### src/rtl/ram_port_arbiter.sv
// Shares the single-port data RAM between the CPU (MAR/MDR) port and a DMA/loader port.
// Build option ARB_ROUND_ROBIN_EN: ties alternate between ports; otherwise the CPU wins ties.
module ram_port_arbiter #(
  parameter int unsigned AW       = 6,
  parameter int unsigned DW       = 16,
  parameter int unsigned LOCK_MAX = 16
) (
  input  logic          clk,
  input  logic          clr,
  // CPU port
  input  logic          cpu_req,
  input  logic          cpu_we,
  input  logic [AW-1:0] cpu_addr,
  input  logic [DW-1:0] cpu_wdata,
  output logic          cpu_gnt,
  output logic          cpu_done,
  output logic [DW-1:0] cpu_rdata,
  // DMA / loader port
  input  logic          dma_req,
  input  logic          dma_we,
  input  logic [AW-1:0] dma_addr,
  input  logic [DW-1:0] dma_wdata,
  output logic          dma_gnt,
  output logic          dma_done,
  output logic [DW-1:0] dma_rdata,
  input  logic          dma_lock,
  // RAM side
  output logic [AW-1:0] ram_addr,
  output logic          ram_we,
  output logic [DW-1:0] ram_wdata,
  input  logic [DW-1:0] ram_rdata
);

  localparam int unsigned LcW = (LOCK_MAX > 1) ? $clog2(LOCK_MAX) : 1;
  localparam logic [LcW-1:0] LockLast = LcW'(LOCK_MAX - 1);

  typedef enum logic [2:0] {
    StIdle,
    StCpuAcc,
    StDmaAcc,
    StCpuDone,
    StDmaDone
  } state_e;

  state_e         state_q;
  logic [LcW-1:0] lock_cnt_q;
  logic           acc_we_q;
  logic           cpu_gnt_q;
  logic           cpu_done_q;
  logic           dma_gnt_q;
  logic           dma_done_q;
  logic [DW-1:0]  cpu_rdata_q;
  logic [DW-1:0]  dma_rdata_q;
  logic [AW-1:0]  ram_addr_q;
  logic           ram_we_q;
  logic [DW-1:0]  ram_wdata_q;

`ifdef ARB_ROUND_ROBIN_EN
  logic           last_dma_q;
`endif

  logic can_grant;
  logic lock_hold;
  logic lock_release;
  logic grant_cpu;
  logic grant_dma;

  // Grant decision, only acted upon in states that can start a new access.
  always_comb begin
    grant_cpu    = 1'b0;
    grant_dma    = 1'b0;
    can_grant    = (state_q == StIdle) || (state_q == StCpuDone) || (state_q == StDmaDone);
    lock_hold    = (state_q == StDmaDone) && dma_req && dma_lock;
    lock_release = lock_hold && cpu_req && (lock_cnt_q == LockLast);
    if (can_grant) begin
      if (lock_release) begin
        grant_cpu = 1'b1;
      end else if (lock_hold) begin
        grant_dma = 1'b1;
      end else if (cpu_req && dma_req) begin
`ifdef ARB_ROUND_ROBIN_EN
        grant_cpu = last_dma_q;
        grant_dma = !last_dma_q;
`else
        grant_cpu = 1'b1;
`endif
      end else begin
        grant_cpu = cpu_req;
        grant_dma = dma_req;
      end
    end
  end

  always_ff @(posedge clk) begin
    if (clr) begin
      state_q     <= StIdle;
      lock_cnt_q  <= '0;
      acc_we_q    <= 1'b0;
      cpu_gnt_q   <= 1'b0;
      cpu_done_q  <= 1'b0;
      dma_gnt_q   <= 1'b0;
      dma_done_q  <= 1'b0;
      cpu_rdata_q <= '0;
      dma_rdata_q <= '0;
      ram_addr_q  <= '0;
      ram_we_q    <= 1'b0;
      ram_wdata_q <= '0;
`ifdef ARB_ROUND_ROBIN_EN
      last_dma_q  <= 1'b1;
`endif
    end else begin
      cpu_gnt_q  <= 1'b0;
      cpu_done_q <= 1'b0;
      dma_gnt_q  <= 1'b0;
      dma_done_q <= 1'b0;
      ram_we_q   <= 1'b0;

      case (state_q)
        StCpuAcc: begin
          state_q    <= StCpuDone;
          cpu_done_q <= 1'b1;
        end
        StDmaAcc: begin
          state_q    <= StDmaDone;
          dma_done_q <= 1'b1;
        end
        StIdle, StCpuDone, StDmaDone: begin
          if (state_q == StCpuDone && !acc_we_q) begin
            cpu_rdata_q <= ram_rdata;
          end
          if (state_q == StDmaDone && !acc_we_q) begin
            dma_rdata_q <= ram_rdata;
          end
          if (grant_cpu) begin
            state_q     <= StCpuAcc;
            cpu_gnt_q   <= 1'b1;
            acc_we_q    <= cpu_we;
            ram_we_q    <= cpu_we;
            ram_addr_q  <= cpu_addr;
            ram_wdata_q <= cpu_wdata;
          end else if (grant_dma) begin
            state_q     <= StDmaAcc;
            dma_gnt_q   <= 1'b1;
            acc_we_q    <= dma_we;
            ram_we_q    <= dma_we;
            ram_addr_q  <= dma_addr;
            ram_wdata_q <= dma_wdata;
          end else begin
            state_q <= StIdle;
          end
        end
        default: state_q <= StIdle;
      endcase

      // Counts locked DMA repeats that keep a waiting CPU out.
      if (!dma_lock || grant_cpu) begin
        lock_cnt_q <= '0;
      end else if (lock_hold && !lock_release && cpu_req) begin
        lock_cnt_q <= lock_cnt_q + LcW'(1);
      end

`ifdef ARB_ROUND_ROBIN_EN
      if (grant_cpu) begin
        last_dma_q <= 1'b0;
      end else if (grant_dma) begin
        last_dma_q <= 1'b1;
      end
`endif
    end
  end

  // The RAM returns read data in the done cycle, so pass it straight through there.
  assign cpu_rdata = (state_q == StCpuDone && !acc_we_q) ? ram_rdata : cpu_rdata_q;
  assign dma_rdata = (state_q == StDmaDone && !acc_we_q) ? ram_rdata : dma_rdata_q;

  assign cpu_gnt   = cpu_gnt_q;
  assign cpu_done  = cpu_done_q;
  assign dma_gnt   = dma_gnt_q;
  assign dma_done  = dma_done_q;
  assign ram_addr  = ram_addr_q;
  assign ram_we    = ram_we_q;
  assign ram_wdata = ram_wdata_q;

endmodule

### config.mk
export PLATFORM = sky130hd
export DESIGN_NAME = ram_port_arbiter
export DESIGN_NICKNAME = d
export VERILOG_FILES = /design/src/rtl/ram_port_arbiter.sv
export SDC_FILE = /design/constraint.sdc
export NUM_CORES = 1
export LEC_CHECK = 0
export ABC_AREA = 1
export BUFFER_PORTS_ARGS = -buffer_cell sky130_fd_sc_hd__buf_2
export CAP_MARGIN = 20
export CORE_ASPECT_RATIO = 1.5
export CORE_MARGIN = 2
export CORE_UTILIZATION = 30
export DETAILED_ROUTE_END_ITERATION = 12
export SLEW_MARGIN = 20
export SYNTH_ARGS = -nofsm -noshare
export SYNTH_HDL_FRONTEND = slang
export SYNTH_SLANG_ARGS = --single-unit
### constraint.sdc
create_clock -name clk -period 3.1 [get_ports clk]
set_input_delay 0.155 -clock clk [delete_from_list [all_inputs] [get_ports clk]]
set_output_delay 0.155 -clock clk [all_outputs]
set_load 0.005 [all_outputs]
==> metrics.md <==
| Metric | Value |
|---|---|
| Status | `finished, final reports clean` |
| Worst endpoint data arrival time | `2180 ps` |
| Yosys cell types | `27` |
| Gr usage total | `0.139` |
| Die height | `~130 µm` |
| Hold slack | `~120 ps` |
| Grt ovf | `0` |
| Vias per inst | `4.37` |
| Crit Path Max Fanout | `32` |
| Max Transition Viols Final | `0` |
| CP cell instances | `nand2_1 > nor2_1 > nand2_1 > o21ai_0 > inv_1 > buf_2` |
| CP most frequent cell | `nand2_1` |
| Leak | `around 2.4 nW` |
| Crit end category | `output pin` |
| Core Box Area | `approximately 10000 µm²` |
| Maximum buffer depth of the clock tree | `2` |
| Synthesis warning total | `0` |
| Top-Level Pins | `about 130` |
| Slew @ Worst Pin | `about 870 ps` |
| Pin count of the biggest net entering global routing | `between 40 and 50` |
| Post-synthesis sequential area ratio | `0.442` |
| Vias in the first global route | `about 2800` |
| RSZ-0062 raised after global routing | `false` |
| Gpl congestion | `0.793` |
| Post-Syn Nets | `a little over 500` |
| Vias | `3005` |
| DRC | `0` |
| Nets | `approximately 630` |
| Fin crit share | `0.753` |
| Worst skew pair latency | `~330 ps` |
| Worst vdd ir | `0.255 mV` |
| Remaining antenna violation count | `0` |
| Post-CTS Hold Fix Bufs | `0` |
| Setup Fix Bufs, Post-CTS | `0` |
| Hpwl dp | `between 5000 and 6000 µm` |
| Global-route wire length before repair | `12300 µm` |
| Sink Count | `67` |
| Diodes inserted | `0` |
| Kind of start point of the critical path | `register` |
| CTS H-tree lvls | `3` |
| Endpoints failing hold | `0` |
| Net Switching | `0.671 mW` |
| Clk slew on worst S/H paths | `roughly 60 ps` |
| Final Util | `0.403` |
| Sw Ratio | `0.275` |
| Setup TNS | `0 ps` |
| Clock root buffer | `clkbuf_16` |
| Sequential Power Share | `0.399` |
| Die W | `86.1 µm` |
| Initial antenna violation count | `0` |
| DRT Wirelength | `approximately 7400 µm` |
| Hold WC Path Type | `input port to register` |
| Port buffer count | `125` |
| Layout cells sized above 1 | `0.278` |
| Post-DP Area | `between 3000 and 4000 µm²` |
| Setup CP Type | `register to output pin` |
| Internal power | `~1.8 mW` |
| Clock skew | `around 8.7 ps` |
| Syn Std Cell Area | `3030 µm²` |
| Rel. slew slack | `0.416` |
| DR iter-0 viols | `53` |
| Die ar. | `about 11000 µm²` |
| CTS tree | `done` |
| Routed length per placed instance | `10.8 µm` |
| Layout area overhead | `32.6%` |
| TritonCTS Buffers | `9` |
| PwrDens | `~600 nW/µm²` |
| Power share of the clock group | `0.414` |
| Max-cap violation count | `0` |
| Post-Syn Area per Cell | `a little under 7 µm²` |
| Initial Util | `0.304` |
| WP data required | `2940 ps` |
| Number of gates resized after CTS | `0` |
| Final min period | `between 2000 and 2500 ps` |
| Final Cell Area | `between 4000 and 5000 µm²` |
| Final-report setup violation count | `0` |
| Row count | `45` |
| Fmax | `approximately 0.43 GHz` |
| Worst path max stage delay | `~530 ps` |
| TritonRoute pass-1 iters | `4` |
| Yosys reg bits | `67` |
| Post-Syn Instances | `roughly 450` |
| Worst path slowest cell | `nand2_1` |
| Comb power frac | `0.187` |
-- layout by cell type, fill, tap and decap left out, types with 3 or more instances in the layout --
| master | instances |
|---|---|
| a21oi_1 | 8 |
| clkbuf_16 | 9 |
| buf_2 | 125 |
| nand2_1 | 90 |
| nand4_1 | 3 |
| o21ai_0 | 52 |
| nand3_1 | 26 |
| buf_4 | 4 |
| inv_2 | 4 |
| inv_1 | 72 |
| nor2_1 | 87 |
| dfxtp_1 | 67 |
-- path summary, 6_finish.rpt --
check / startpoint / endpoint / slack [ps] / cells past startpoint
worst max-delay path: state_q[2] / dma_rdata[13] / 770 / 6
worst min-delay path: cpu_we / ram_we / 120 / 3
worst max register to register: state_q[2] / dma_rdata_q[13] / 1220 / 5
worst min register to register: lock_cnt_q[3] / lock_cnt_q[3] / 470 / 2
-- power groups by stage --
stage          registers (mW)  clock network [mW]  logic (mW)
3_5_place_dp            0.991                   0       0.463
5_1_grt                 0.983                1.08       0.526
3_3_place_gp            0.989                   0       0.458
4_1_cts                 0.974                1.05       0.465
2_1_floorplan           0.994                   0       0.284
6_report                0.973                1.01       0.457
-- cells by family after synthesis --
group | share of synthesized area
buffers and inverters | 0.133
XOR/XNOR | 0.00289
adder cells (fa/ha/maj) | 0.00413
AO/OA/AOI/OAI | 0.109
AND/OR/NAND/NOR | 0.308
flip-flops | 0.442
-- through the flow --
step           power, mW  setup WS, ps  cells
2_1_floorplan       1.28          1720    449
3_3_place_gp        1.45          1190    672
3_5_place_dp        1.45          1100    672
4_1_cts             2.48           696    688
5_1_grt             2.59           422    688
6_report            2.44           766    688
-- synth_stat cells --
library cell	count	area [µm²]
a31oi_4	1	21.3
nand2_4	1	11.3
inv_2	4	15.0
clkbuf_1	12	45.0
nor3_1	2	10.0
nand3_1	26	130
nand2_1	90	338
buf_4	1	7.51
nor2_2	1	6.26
o21ai_1	2	10.0
a21oi_1	8	40.0
buf_2	7	35.0
nor2_1	87	327
nor3_2	1	10.0
clkbuf_4	1	7.51
nand3_2	1	10.0
nand3_4	2	35.0
nand4_1	3	18.8
nand2_2	2	12.5
inv_1	72	270
o21ai_0	52	260
nor2_8	1	20.0
xor2_1	1	8.76
ha_1	1	12.5
buf_6	2	22.5
dfxtp_1	67	1340
or2_1	1	6.26
-- state kept, by name, indices dropped and copies added (netlist names) --
register,count
dma_gnt,1
state_q,3
ram_wdata,16
dma_done,1
cpu_rdata_q,16
dma_rdata_q,16
ram_we,1
ram_addr,6
cpu_gnt,1
acc_we_q,1
lock_cnt_q,4
cpu_done,1
-- area by class of cell --
class | count | area, µm²
Fill cell | 1029 | 5950
Inverter | 76 | 285
Timing Repair Buffer | 129 | 656
Sequential cell | 67 | 1340
Clock buffer | 10 | 239
Multi-Input combinational cell | 283 | 1290
Tap cell | 117 | 146
Clock inverter | 6 | 63.8
-- layer usage --
layer  wire length (µm)  vias up  GRT usage
met4                 95        0     0.0532
met5                  0        -          0
met1               3200     1291      0.154
li1                   -     1598          -
met3                634        9     0.0439
met2               3490      107      0.243
-- worst max-delay path, delay by kind of cell (launching register included) --
kind | cells | cell delay, ps
simple gates | 3 | 740
compound gates | 1 | 490
buf+inv | 2 | 200
flops | 1 | 420
Power figures use the tool's default switching activity.
